File: config.mk
export PLATFORM = sky130hd
export DESIGN_NAME = ex_operand_stage_flat
export DESIGN_NICKNAME = d
export VERILOG_FILES = /design/src/rtl/rv32_pkg.sv /design/src/rtl/ex_operand_stage_if.sv /design/src/rtl/fwd_mux.sv /design/src/rtl/ex_operand_stage.sv /design/src/flat_wrapper.sv
export SDC_FILE = /design/constraint.sdc
export NUM_CORES = 1
export LEC_CHECK = 0
export ABC_AREA = 0
export CORE_MARGIN = 2
export CORE_UTILIZATION = 32
export CTS_BUF_LIST = sky130_fd_sc_hd__clkbuf_4 sky130_fd_sc_hd__clkbuf_8 sky130_fd_sc_hd__clkbuf_16
export DETAILED_ROUTE_END_ITERATION = 7
export PLACE_DENSITY_LB_ADDON = 0.08
export SLEW_MARGIN = 40
export SYNTH_ARGS = -nofsm -noshare
export SYNTH_HDL_FRONTEND = slang
export SYNTH_SLANG_ARGS = --single-unit
File: constraint.sdc
create_clock -name clk -period 6.8 [get_ports clk]
set_input_delay 1.36 -clock clk [delete_from_list [all_inputs] [get_ports clk]]
set_output_delay 1.36 -clock clk [all_outputs]
set_load 0.02 [all_outputs]
File: src/rtl/rv32_pkg.sv
// Shared RV32 core definitions: datapath widths, ALU opcode encoding and
// the operand-inversion classification used by the EX adder front end.
package rv32_pkg;

  localparam int WID_DATA = 32;
  localparam int WID_REG  = 5;
  localparam int WID_OP   = 4;

  typedef enum logic [WID_OP-1:0] {
    ALU_ADD  = 4'd0,
    ALU_SUB  = 4'd1,
    ALU_SLT  = 4'd2,
    ALU_SLTU = 4'd3,
    ALU_AND  = 4'd4,
    ALU_OR   = 4'd5,
    ALU_XOR  = 4'd6,
    ALU_SLL  = 4'd7,
    ALU_SRL  = 4'd8,
    ALU_SRA  = 4'd9,
    ALU_CMP  = 4'd10
  } alu_op_e;

  // Ops that need x - y from the adder; it computes them as x + ~y + 1.
  function automatic logic is_sub_class(input logic [WID_OP-1:0] op);
    case (op)
      ALU_SUB, ALU_SLT, ALU_SLTU, ALU_CMP: return 1'b1;
      default:                             return 1'b0;
    endcase
  endfunction

endpackage

File: src/rtl/ex_operand_stage_if.sv
// Bundle of ID-side, MEM/WB forwarding and EX-side signals around the
// ID/EX operand stage; slave = the stage, master = its environment.
interface ex_operand_stage_if
  import rv32_pkg::*;
#(
  parameter int W_DATA = WID_DATA,
  parameter int W_REG  = WID_REG,
  parameter int W_OP   = WID_OP
);
  logic              stall;
  logic              flush;
  logic              id_valid;
  logic [W_DATA-1:0] id_pc;
  logic [W_DATA-1:0] id_rs1_data;
  logic [W_DATA-1:0] id_rs2_data;
  logic [W_DATA-1:0] id_imm;
  logic [W_REG-1:0]  id_rs1_addr;
  logic [W_REG-1:0]  id_rs2_addr;
  logic [W_REG-1:0]  id_rd_addr;
  logic [W_OP-1:0]   id_alu_op;
  logic              id_use_pc;
  logic              id_use_imm;
  logic              id_reg_write;
  logic              id_mem_read;
  logic [W_REG-1:0]  mem_rd_addr;
  logic              mem_reg_write;
  logic [W_DATA-1:0] mem_result;
  logic [W_REG-1:0]  wb_rd_addr;
  logic              wb_reg_write;
  logic [W_DATA-1:0] wb_result;
  logic [W_DATA-1:0] add_x;
  logic [W_DATA-1:0] add_y;
  logic              add_cin;
  logic              ex_valid;
  logic [W_OP-1:0]   ex_alu_op;
  logic [W_REG-1:0]  ex_rd_addr;
  logic              ex_reg_write;
  logic              ex_mem_read;
  logic [W_DATA-1:0] ex_store_data;
  logic [W_DATA-1:0] ex_pc;
  logic              load_use_haz;

  modport slave (
    input  stall, flush, id_valid, id_pc, id_rs1_data, id_rs2_data, id_imm,
           id_rs1_addr, id_rs2_addr, id_rd_addr, id_alu_op, id_use_pc,
           id_use_imm, id_reg_write, id_mem_read, mem_rd_addr, mem_reg_write,
           mem_result, wb_rd_addr, wb_reg_write, wb_result,
    output add_x, add_y, add_cin, ex_valid, ex_alu_op, ex_rd_addr,
           ex_reg_write, ex_mem_read, ex_store_data, ex_pc, load_use_haz
  );

  modport master (
    output stall, flush, id_valid, id_pc, id_rs1_data, id_rs2_data, id_imm,
           id_rs1_addr, id_rs2_addr, id_rd_addr, id_alu_op, id_use_pc,
           id_use_imm, id_reg_write, id_mem_read, mem_rd_addr, mem_reg_write,
           mem_result, wb_rd_addr, wb_reg_write, wb_result,
    input  add_x, add_y, add_cin, ex_valid, ex_alu_op, ex_rd_addr,
           ex_reg_write, ex_mem_read, ex_store_data, ex_pc, load_use_haz
  );

endinterface

File: src/rtl/fwd_mux.sv
// Forwarding selector for one EX source operand: MEM result, then WB
// result, then the value latched from the register file. x0 is never bypassed.
module fwd_mux
  import rv32_pkg::*;
#(
  parameter int WID_DATA = rv32_pkg::WID_DATA,
  parameter int WID_REG  = rv32_pkg::WID_REG
) (
  input  logic [WID_REG-1:0]  src_addr_i,
  input  logic [WID_DATA-1:0] src_data_i,
  input  logic [WID_REG-1:0]  mem_rd_addr_i,
  input  logic                mem_reg_write_i,
  input  logic [WID_DATA-1:0] mem_result_i,
  input  logic [WID_REG-1:0]  wb_rd_addr_i,
  input  logic                wb_reg_write_i,
  input  logic [WID_DATA-1:0] wb_result_i,
  output logic [WID_DATA-1:0] fwd_data_o
);

  always_comb begin
    // NOTE: default assignment first so every path drives the output and no latch is inferred.
    fwd_data_o = src_data_i;
    if (src_addr_i != '0) begin
      if (mem_reg_write_i && (mem_rd_addr_i == src_addr_i)) begin
        fwd_data_o = mem_result_i;
      end else if (wb_reg_write_i && (wb_rd_addr_i == src_addr_i)) begin
        fwd_data_o = wb_result_i;
      end
    end
  end

endmodule

File: src/rtl/ex_operand_stage.sv
// ID/EX pipeline register with MEM/WB forwarding, adder operand preparation
// (subtract class as x + ~y + 1) and load-use hazard detection.
module ex_operand_stage
  import rv32_pkg::*;
#(
  parameter int WID_DATA = rv32_pkg::WID_DATA,
  parameter int WID_REG  = rv32_pkg::WID_REG,
  parameter int WID_OP   = rv32_pkg::WID_OP
) (
  input  logic              clk,
  input  logic              rst,
  ex_operand_stage_if.slave bus
);

  typedef struct packed {
    logic                valid;
    logic                reg_write;
    logic                mem_read;
    logic                use_pc;
    logic                use_imm;
    logic [WID_OP-1:0]   alu_op;
    logic [WID_REG-1:0]  rs1_addr;
    logic [WID_REG-1:0]  rs2_addr;
    logic [WID_REG-1:0]  rd_addr;
    logic [WID_DATA-1:0] pc;
    logic [WID_DATA-1:0] rs1_data;
    logic [WID_DATA-1:0] rs2_data;
    logic [WID_DATA-1:0] imm;
  } idex_t;

  idex_t ex_d, ex_q;

  // Flush beats stall; a bubble clears the whole slot, not just the control bits.
  always_comb begin
    ex_d = ex_q;
    if (bus.flush) begin
      ex_d = '0;
    end else if (!bus.stall) begin
      ex_d.valid     = bus.id_valid;
      ex_d.reg_write = bus.id_valid & bus.id_reg_write;
      ex_d.mem_read  = bus.id_valid & bus.id_mem_read;
      ex_d.use_pc    = bus.id_use_pc;
      ex_d.use_imm   = bus.id_use_imm;
      ex_d.alu_op    = bus.id_alu_op;
      ex_d.rs1_addr  = bus.id_rs1_addr;
      ex_d.rs2_addr  = bus.id_rs2_addr;
      ex_d.rd_addr   = bus.id_rd_addr;
      ex_d.pc        = bus.id_pc;
      ex_d.rs1_data  = bus.id_rs1_data;
      ex_d.rs2_data  = bus.id_rs2_data;
      ex_d.imm       = bus.id_imm;
    end
  end

  always_ff @(posedge clk or posedge rst) begin
    // NOTE: non-blocking assignment for state; the whole slot resets so no stale operand survives.
    if (rst) ex_q <= '0;
    else     ex_q <= ex_d;
  end

  logic [WID_DATA-1:0] fwd_rs1, fwd_rs2, op_a, op_b;
  logic                sub_class;

  fwd_mux #(.WID_DATA(WID_DATA), .WID_REG(WID_REG)) u_fwd_rs1 (
    .src_addr_i      (ex_q.rs1_addr),
    .src_data_i      (ex_q.rs1_data),
    .mem_rd_addr_i   (bus.mem_rd_addr),
    .mem_reg_write_i (bus.mem_reg_write),
    .mem_result_i    (bus.mem_result),
    .wb_rd_addr_i    (bus.wb_rd_addr),
    .wb_reg_write_i  (bus.wb_reg_write),
    .wb_result_i     (bus.wb_result),
    .fwd_data_o      (fwd_rs1)
  );

  fwd_mux #(.WID_DATA(WID_DATA), .WID_REG(WID_REG)) u_fwd_rs2 (
    .src_addr_i      (ex_q.rs2_addr),
    .src_data_i      (ex_q.rs2_data),
    .mem_rd_addr_i   (bus.mem_rd_addr),
    .mem_reg_write_i (bus.mem_reg_write),
    .mem_result_i    (bus.mem_result),
    .wb_rd_addr_i    (bus.wb_rd_addr),
    .wb_reg_write_i  (bus.wb_reg_write),
    .wb_result_i     (bus.wb_result),
    .fwd_data_o      (fwd_rs2)
  );

  assign op_a      = ex_q.use_pc  ? ex_q.pc  : fwd_rs1;
  assign op_b      = ex_q.use_imm ? ex_q.imm : fwd_rs2;
  assign sub_class = is_sub_class(ex_q.alu_op);

  assign bus.add_x         = op_a;
  assign bus.add_y         = sub_class ? ~op_b : op_b;
  assign bus.add_cin       = sub_class;
  assign bus.ex_valid      = ex_q.valid;
  assign bus.ex_alu_op     = ex_q.alu_op;
  assign bus.ex_rd_addr    = ex_q.rd_addr;
  assign bus.ex_reg_write  = ex_q.reg_write;
  assign bus.ex_mem_read   = ex_q.mem_read;
  assign bus.ex_store_data = fwd_rs2;
  assign bus.ex_pc         = ex_q.pc;

  // A load in EX whose rd is read by the instruction now in ID.
  assign bus.load_use_haz = ex_q.valid & ex_q.mem_read & (ex_q.rd_addr != '0) &
                            ((ex_q.rd_addr == bus.id_rs1_addr) |
                             (ex_q.rd_addr == bus.id_rs2_addr));

endmodule
File: src/flat_wrapper.sv
// flat-port wrapper written by rule: the top's interface ports become plain ports
module ex_operand_stage_flat import rv32_pkg::*;
#(
  parameter int WID_DATA = rv32_pkg::WID_DATA,
  parameter int WID_REG  = rv32_pkg::WID_REG,
  parameter int WID_OP   = rv32_pkg::WID_OP
)
  (clk, rst, bus_stall, bus_flush, bus_id_valid, bus_id_pc, bus_id_rs1_data, bus_id_rs2_data, bus_id_imm, bus_id_rs1_addr, bus_id_rs2_addr, bus_id_rd_addr, bus_id_alu_op, bus_id_use_pc, bus_id_use_imm, bus_id_reg_write, bus_id_mem_read, bus_mem_rd_addr, bus_mem_reg_write, bus_mem_result, bus_wb_rd_addr, bus_wb_reg_write, bus_wb_result, bus_add_x, bus_add_y, bus_add_cin, bus_ex_valid, bus_ex_alu_op, bus_ex_rd_addr, bus_ex_reg_write, bus_ex_mem_read, bus_ex_store_data, bus_ex_pc, bus_load_use_haz);
  ex_operand_stage_if bus_i ();
  input  logic clk;
  input  logic rst;
  input wire logic [$bits(bus_i.stall)-1:0] bus_stall;
  input wire logic [$bits(bus_i.flush)-1:0] bus_flush;
  input wire logic [$bits(bus_i.id_valid)-1:0] bus_id_valid;
  input wire logic [$bits(bus_i.id_pc)-1:0] bus_id_pc;
  input wire logic [$bits(bus_i.id_rs1_data)-1:0] bus_id_rs1_data;
  input wire logic [$bits(bus_i.id_rs2_data)-1:0] bus_id_rs2_data;
  input wire logic [$bits(bus_i.id_imm)-1:0] bus_id_imm;
  input wire logic [$bits(bus_i.id_rs1_addr)-1:0] bus_id_rs1_addr;
  input wire logic [$bits(bus_i.id_rs2_addr)-1:0] bus_id_rs2_addr;
  input wire logic [$bits(bus_i.id_rd_addr)-1:0] bus_id_rd_addr;
  input wire logic [$bits(bus_i.id_alu_op)-1:0] bus_id_alu_op;
  input wire logic [$bits(bus_i.id_use_pc)-1:0] bus_id_use_pc;
  input wire logic [$bits(bus_i.id_use_imm)-1:0] bus_id_use_imm;
  input wire logic [$bits(bus_i.id_reg_write)-1:0] bus_id_reg_write;
  input wire logic [$bits(bus_i.id_mem_read)-1:0] bus_id_mem_read;
  input wire logic [$bits(bus_i.mem_rd_addr)-1:0] bus_mem_rd_addr;
  input wire logic [$bits(bus_i.mem_reg_write)-1:0] bus_mem_reg_write;
  input wire logic [$bits(bus_i.mem_result)-1:0] bus_mem_result;
  input wire logic [$bits(bus_i.wb_rd_addr)-1:0] bus_wb_rd_addr;
  input wire logic [$bits(bus_i.wb_reg_write)-1:0] bus_wb_reg_write;
  input wire logic [$bits(bus_i.wb_result)-1:0] bus_wb_result;
  output wire logic [$bits(bus_i.add_x)-1:0] bus_add_x;
  output wire logic [$bits(bus_i.add_y)-1:0] bus_add_y;
  output wire logic [$bits(bus_i.add_cin)-1:0] bus_add_cin;
  output wire logic [$bits(bus_i.ex_valid)-1:0] bus_ex_valid;
  output wire logic [$bits(bus_i.ex_alu_op)-1:0] bus_ex_alu_op;
  output wire logic [$bits(bus_i.ex_rd_addr)-1:0] bus_ex_rd_addr;
  output wire logic [$bits(bus_i.ex_reg_write)-1:0] bus_ex_reg_write;
  output wire logic [$bits(bus_i.ex_mem_read)-1:0] bus_ex_mem_read;
  output wire logic [$bits(bus_i.ex_store_data)-1:0] bus_ex_store_data;
  output wire logic [$bits(bus_i.ex_pc)-1:0] bus_ex_pc;
  output wire logic [$bits(bus_i.load_use_haz)-1:0] bus_load_use_haz;
  assign bus_i.stall = bus_stall;
  assign bus_i.flush = bus_flush;
  assign bus_i.id_valid = bus_id_valid;
  assign bus_i.id_pc = bus_id_pc;
  assign bus_i.id_rs1_data = bus_id_rs1_data;
  assign bus_i.id_rs2_data = bus_id_rs2_data;
  assign bus_i.id_imm = bus_id_imm;
  assign bus_i.id_rs1_addr = bus_id_rs1_addr;
  assign bus_i.id_rs2_addr = bus_id_rs2_addr;
  assign bus_i.id_rd_addr = bus_id_rd_addr;
  assign bus_i.id_alu_op = bus_id_alu_op;
  assign bus_i.id_use_pc = bus_id_use_pc;
  assign bus_i.id_use_imm = bus_id_use_imm;
  assign bus_i.id_reg_write = bus_id_reg_write;
  assign bus_i.id_mem_read = bus_id_mem_read;
  assign bus_i.mem_rd_addr = bus_mem_rd_addr;
  assign bus_i.mem_reg_write = bus_mem_reg_write;
  assign bus_i.mem_result = bus_mem_result;
  assign bus_i.wb_rd_addr = bus_wb_rd_addr;
  assign bus_i.wb_reg_write = bus_wb_reg_write;
  assign bus_i.wb_result = bus_wb_result;
  assign bus_add_x = bus_i.add_x;
  assign bus_add_y = bus_i.add_y;
  assign bus_add_cin = bus_i.add_cin;
  assign bus_ex_valid = bus_i.ex_valid;
  assign bus_ex_alu_op = bus_i.ex_alu_op;
  assign bus_ex_rd_addr = bus_i.ex_rd_addr;
  assign bus_ex_reg_write = bus_i.ex_reg_write;
  assign bus_ex_mem_read = bus_i.ex_mem_read;
  assign bus_ex_store_data = bus_i.ex_store_data;
  assign bus_ex_pc = bus_i.ex_pc;
  assign bus_load_use_haz = bus_i.load_use_haz;
  ex_operand_stage #(.WID_DATA(WID_DATA), .WID_REG(WID_REG), .WID_OP(WID_OP)) u_core (.clk(clk), .rst(rst), .bus(bus_i));
endmodule
==> impl_metrics.toml, run 1 <==
[critical_path]
r2r_cells = 2
path_delay_family = "buffers and inverters"
cp-end-kind = "primary output"
cp.arrival_ns = 4.40
path_buf_inv = 3
worst-path-stages = 9
start_kind = "input pin"
ff2ff_setup_slack_ns = 5.67
crit_type = "in -> out"
cp.required_ns = 5.44
crit_start = "bus_wb_rd_addr[2]"
cp_slowest_cell = "or3_1"
crit_chain = "clkdlybuf4s50_1, xnor2_1, nand4_1, or3_1, buf_4, nand4_1, o211ai_2, xnor2_1, clkdlybuf4s50_1"
critPathMaxFanout = 18
critPathMaxStageDelay_ns = 0.74
regToRegEndpoint = "u_core.ex_q[148]"
rr_startpoint = "u_core.ex_q[148]"

[worst_hold_path]
whs_path_depth = 2
worstHoldStart = "u_core.ex_q[95]"
hold_path.class = "reg -> reg"
whs_endpoint = "u_core.ex_q[95]"

[placement]
place_ws_ns = 1.02
hpwl_microns = 27400
gp_congestion = 0.867
io_buffers = 373
dpl.cell_count = 1657

[timing]
setup_ws_ns = 1.04
hold_slack_ns = 0.519
fin_skew_ns = 0
setup_viol = 0
relSlewSlack_pct = 47.9
clock.fmax_mhz = 174
rsz0062_at_grt = "false"
final_max_slew_viol_count = 0
period_minus_slack_ns = 5.76
finalHoldViolCount = 0
worst_pin_slew_ns = 0.782
finalSetupTns_ns = 0
timing.final.crit_share_pct = 84.7

[clocking]
clock-root-buffer = "clkbuf_16"
cts.clk_slew.worst_paths_ns = 0.06
clock_sinks = 152
cts_made_buffers = 17
cts_resized = 0
cts_hold_buf = 0
cts_tree = "yes"
clock_latency_ns = 0.43
cts_setup_buffers = 0
cts_buffer_depth = 2
h-tree-depth = 4

[drt]
vias = 8354
wl_met1_microns = 14900
wl_per_cell_microns = 22.1
dr.pass1.iters = 4
vias_per_cell = 4.94
drt_iter0_markers = 463
wl_met2_microns = 18500
wl_met3_microns = 3070
drc = 0
ant_nets = 0
maxUsedRoutingLayer = "met5"
finalWirelength_microns = 37400

[global_routing]
antenna_found_initial = 6
grt_pass1_vias = 8576
grt_pass1_wl_microns = 54900
gr-total-overflow = 0
grt_max_degree = 86
grtUsageTotal_pct = 23.3

[synth]
postSynthAreaPerCell_sq_um = 9.70
synth_edf_count = 0
synth_flop_cell = "dfrtp_1"
synth_commonest_cells = "181 x mux2i_1, 157 x nor2_1, 152 x dfrtp_1, 100 x nand2_1, 50 x o21ai_0"
synth.top_cells.by_area = "dfrtp_1 39%, mux2i_1 19%, nor2_1 6.1%, xnor2_1 4.3%, a22oi_2 3.9%"
postSynth.asyncResetShare_pct = 100
synth_cell_types = 37
synth_area_sq_mm = 0.00972
synth_top_cell_area_share_pct = 39.1
ys_seq_area_share_pct = 39.1
ys_warn_count = 0
syn_nets = 1234
yosysMostFrequentCell = "mux2i_1"
ys_ff_latch = 152
synth_cells = 1002
synth_area_leader_cell = "dfrtp_1"

[die]
die_h_microns = 178
coreArea_sq_mm = 0.0298
pin_count = 374
row_count = 63
start_util_pct = 32.6
die_w_microns = 178
die_area_sq_mm = 0.0318

[power]
internal_power_w = 0.00193
power_frac_comb_pct = 27.7
p_sw_share_pct = 30.8
powerDensity_mw_per_mm2 = 199
vdd_ir_drop_max_uv = 130
seq_power_share_pct = 35.9
p_leak_nw = 5.87
p_switching_w = 0.000860
power_frac_clock_pct = 36.3

[cells_and_area]
nets = 1519
post-route-util_pct = 47.1
fillers = 2890
stdcell_count = 1692
syn2layout_area_growth_pct = 44.5
final_layout_size_suffix_gt1_share_pct = 11.8

[run_status]
status = "finished, final reports clean"

[flow_run]
drv_cap = 0
## worst max-delay path by stage
stage               slack (ns)                 endpoint
finish                    1.04            bus_add_y[30]
global route              0.86             bus_add_y[9]
CTS                       1.03            bus_add_y[30]
detailed placement        1.02            bus_add_y[30]
global placement          1.05            bus_add_y[20]
floorplan                 1.35  u_core.bus.ex_alu_op[0]
## cells by family after synthesis
family	after synthesis	synth area share [%]
AND/OR/NAND/NOR	308	13.4
multiplexers	212	22.2
flip-flops	152	39.1
AO/OA/AOI/OAI	138	12.2
buffers and inverters	130	7.44
XOR/XNOR	62	5.59
## layer usage
metal | vias to the layer above | GRT usage (%)
met4 | 4 | 7.05
met3 | 37 | 6.07
li1 | 4017 | -
met5 | - | 0
met1 | 3984 | 28.5
met2 | 312 | 40.1
## layout make-up
cell class / instances / area (sq um) / share of cell area [%]
Clock buffer: 19 / 440 / 3.14
Tap cell: 390 / 488 / 3.47
Clock inverter: 12 / 166 / 1.18
Sequential cell: 152 / 3810 / 27.1
Multi-Input combinational cell: 720 / 5220 / 37.2
Antenna cell: 3 / 7.51 / 0.0535
Timing Repair Buffer: 391 / 3890 / 27.7
Inverter: 5 / 23.8 / 0.169
## flip-flops by register name, summed over array words and instances (netlist names)
name / cells
u_core.bus.ex_alu_op: 4
u_core.bus.ex_mem_read: 1
u_core.bus.ex_pc: 32
u_core.bus.ex_rd_addr: 5
u_core.bus.ex_reg_write: 1
u_core.bus.ex_valid: 1
u_core.ex_q: 108
## per-stage QoR
| step | area, sq um | power (W) |
|---|---|---|
| 3_5_place_dp | 13400 | 0.00180 |
| 4_1_cts | 14000 | 0.00282 |
| 2_1_floorplan | 9720 | 0.00141 |
| 3_3_place_gp | 13400 | 0.00180 |
| 6_report | 14000 | 0.00279 |
| 5_1_grt | 14000 | 0.00291 |
## placed cells by master (no fill, tap or decap), types with 31 or more instances in the layout
cell	count
nand4_1	34
xnor2_1	48
nand2_1	100
clkdlybuf4s50_1	371
mux2i_1	181
dfrtp_1	151
mux2_2	31
o21ai_0	50
nor2_1	156
## tightest hold or removal path: cells and delay by family (launching register included)
family	cells	cell delay [ns]
DFF	1	0.34
muxes	1	0.07
and+or+nand+nor	1	0.07
## power by group through the flow
stage,Clock [W],Combinational [W],Sequential [W]
global placement,0,0.000779,0.00102
finish,0.00101,0.000775,0.00100
CTS,0.00103,0.000784,0.00100
detailed placement,0,0.000781,0.00102
global route,0.00107,0.000829,0.00101
floorplan,0,0.000412,0.00100
Note: power is estimated with default switching activity, not from simulation.
==> run 2, diff against run 1 <==
- clock period: 6.8 -> 5.2 ns (I/O delays scaled with it)
==> run 2 against run 1 <==
Clock power up 32%. Worst hold slack better by 0.0039 ns. Register-to-register slack worse by 1.6 ns. Sequential power up 31%. Non-clock buffer count up 3. Worst setup slack worse by 0.75 ns. Largest cell class unchanged. Critical endpoint is now bus_add_x[0]. Sequential share of layout area down 0.23 points. Sequential cell count unchanged. Utilization up 0.41 points. Critical path depth unchanged. Highest routed layer unchanged. Via count up 0.62%. Critical path type unchanged.
==> impl_metrics.toml, run 2 (synthesis gave the netlist of run 1 again) <==
[run_status]
status = "finished, final reports clean"

[critical_path]
start_kind = "input pin"
cp.required_ns = 4.16
crit_type = "in -> out"
cp_slowest_cell = "clkdlybuf4s50_1"
cp.arrival_ns = 3.86
crit_chain = "clkdlybuf4s50_1, xor2_1, nor4_1, and3_1, o22a_2, buf_4, mux2i_1, o21ai_0, clkdlybuf4s50_1"
critPathMaxStageDelay_ns = 0.68
critPathMaxFanout = 9
worst_path_most_repeated_cell = "clkdlybuf4s50_1"
cp-end-kind = "primary output"

[die]
die_h_microns = 178
coreArea_sq_mm = 0.0298
row_count = 63
start_util_pct = 32.6
pin_count = 374
die_area_sq_mm = 0.0318
die_w_microns = 178

[clocking]
cts_setup_buffers = 0
clock_latency_ns = 0.42
cts.clk_slew.worst_paths_ns = 0.07
cts_buffer_depth = 2
clock-root-buffer = "clkbuf_16"
cts_made_buffers = 17
cts_hold_buf = 0
cts_resized = 0
h-tree-depth = 4
cts_tree = "yes"
clock_sinks = 152

[cells_and_area]
multi_input_area_sq_mm = 0.00522
largest_register_ffs = 108
top_register = "u_core.ex_q"
syn2layout_area_growth_pct = 45.8
ff_latch_area_sq_mm = 0.00381
mostFrequentLayoutCells = "369 x clkdlybuf4s50_1, 181 x mux2i_1, 156 x nor2_1"
post-route-util_pct = 47.5
nets = 1522
final_layout_size_suffix_gt1_share_pct = 12.1
stdcell_count = 1694
fillers = 2864
final_common_cell = "clkdlybuf4s50_1"

[drt]
dr.pass1.iters = 5
drc = 0
drt_iter0_markers = 448
vias_per_cell = 4.96
ant_nets = 0
wl_per_cell_microns = 22.0
vias = 8406
finalWirelength_microns = 37200

[placement]
hpwl_microns = 27100
gp_congestion = 0.845
io_buffers = 373
dpl.cell_count = 1661

[timing]
worst_pin_slew_ns = 0.773
period_minus_slack_ns = 4.90
fin_skew_ns = 0
finalSetupTns_ns = 0
finalHoldViolCount = 0
setup_viol = 0
timing.final.crit_share_pct = 94.3
clock.fmax_mhz = 204
hold_slack_ns = 0.523
rsz0062_at_grt = "false"
relSlewSlack_pct = 48.5
final_max_slew_viol_count = 0

[flow_run]
drv_cap = 0

[worst_hold_path]
hold_path.class = "reg -> reg"

[power]
report.power.total_w = 0.00365
p_leak_nw = 5.92
vdd_ir_drop_max_uv = 185
powerDensity_mw_per_mm2 = 258

[global_routing]
grt_max_degree = 153
grtUsageTotal_pct = 23.3
grt_pass1_wl_microns = 55000
antenna_found_initial = 5
grt_pass1_vias = 8853
gr-total-overflow = 0
[run 2: metal layers]
| metal | part of all wire (%) | GRT usage, % | vias up | wire, microns |
|---|---|---|---|---|
| li1 | - | - | 4015 | - |
| met1 | 40 | 27.6 | 4034 | 14800 |
| met2 | 49 | 40.3 | 312 | 18300 |
| met3 | 8.5 | 6.86 | 41 | 3170 |
| met4 | 2.6 | 7.72 | 4 | 969 |
| met5 | 0.056 | 0 | - | 21 |
[run 2: worst max-delay path, delay by kind of cell]
| family | cells | cell delay, ns |
|---|---|---|
| xor+xnor | 1 | 0.17 |
| compound gates | 2 | 0.60 |
| mux | 1 | 0.07 |
| simple gates | 2 | 0.64 |
| buf+inv | 3 | 1.35 |
[run 2: power breakdown]
group / leakage, nW / switching [W] / internal, W / total, W
clock: 0.291 / 0.000547 / 0.000780 / 0.00133
sequential: 2.02 / 0.0000645 / 0.00125 / 0.00131
combinational: 3.61 / 0.000502 / 0.000508 / 0.00101
total: 5.92 / 0.00111 / 0.00254 / 0.00365
[run 2: worst paths after layout]
path | end | cells past startpoint | startpoint | slack, ns
setup / recovery | bus_add_x[0] | 9 | bus_wb_rd_addr[3] | 0.30
hold / removal | u_core.ex_q[19] | 2 | u_core.ex_q[19] | 0.52
setup reg to reg | u_core.ex_q[148] | 2 | u_core.ex_q[148] | 4.07
hold reg to reg | u_core.ex_q[19] | 2 | u_core.ex_q[19] | 0.52
max in group asynchronous | u_core.ex_q[1] | 3 | rst | 3.20
min in group asynchronous | u_core.bus.ex_pc[4] | 2 | rst | 1.11
[run 2: cell type report]
| class | instances | area share, % |
|---|---|---|
| inverters | 5 | 0.185 |
| clock inverters | 12 | 1.17 |
| multi-input cells | 720 | 36.8 |
| flip-flops and latches | 152 | 26.9 |
| repair buffers | 394 | 28.3 |
| clock buffers | 19 | 3.15 |
| diodes | 2 | 0.0353 |
| well taps | 390 | 3.44 |
[run 2: stage by stage]
stage          setup WS, ns  cell area, sq um
2_1_floorplan        0.0669              9720
6_report              0.297             14200
4_1_cts               0.262             14200
3_5_place_dp          0.285             13600
5_1_grt               0.145             14200
3_3_place_gp          0.251             13500
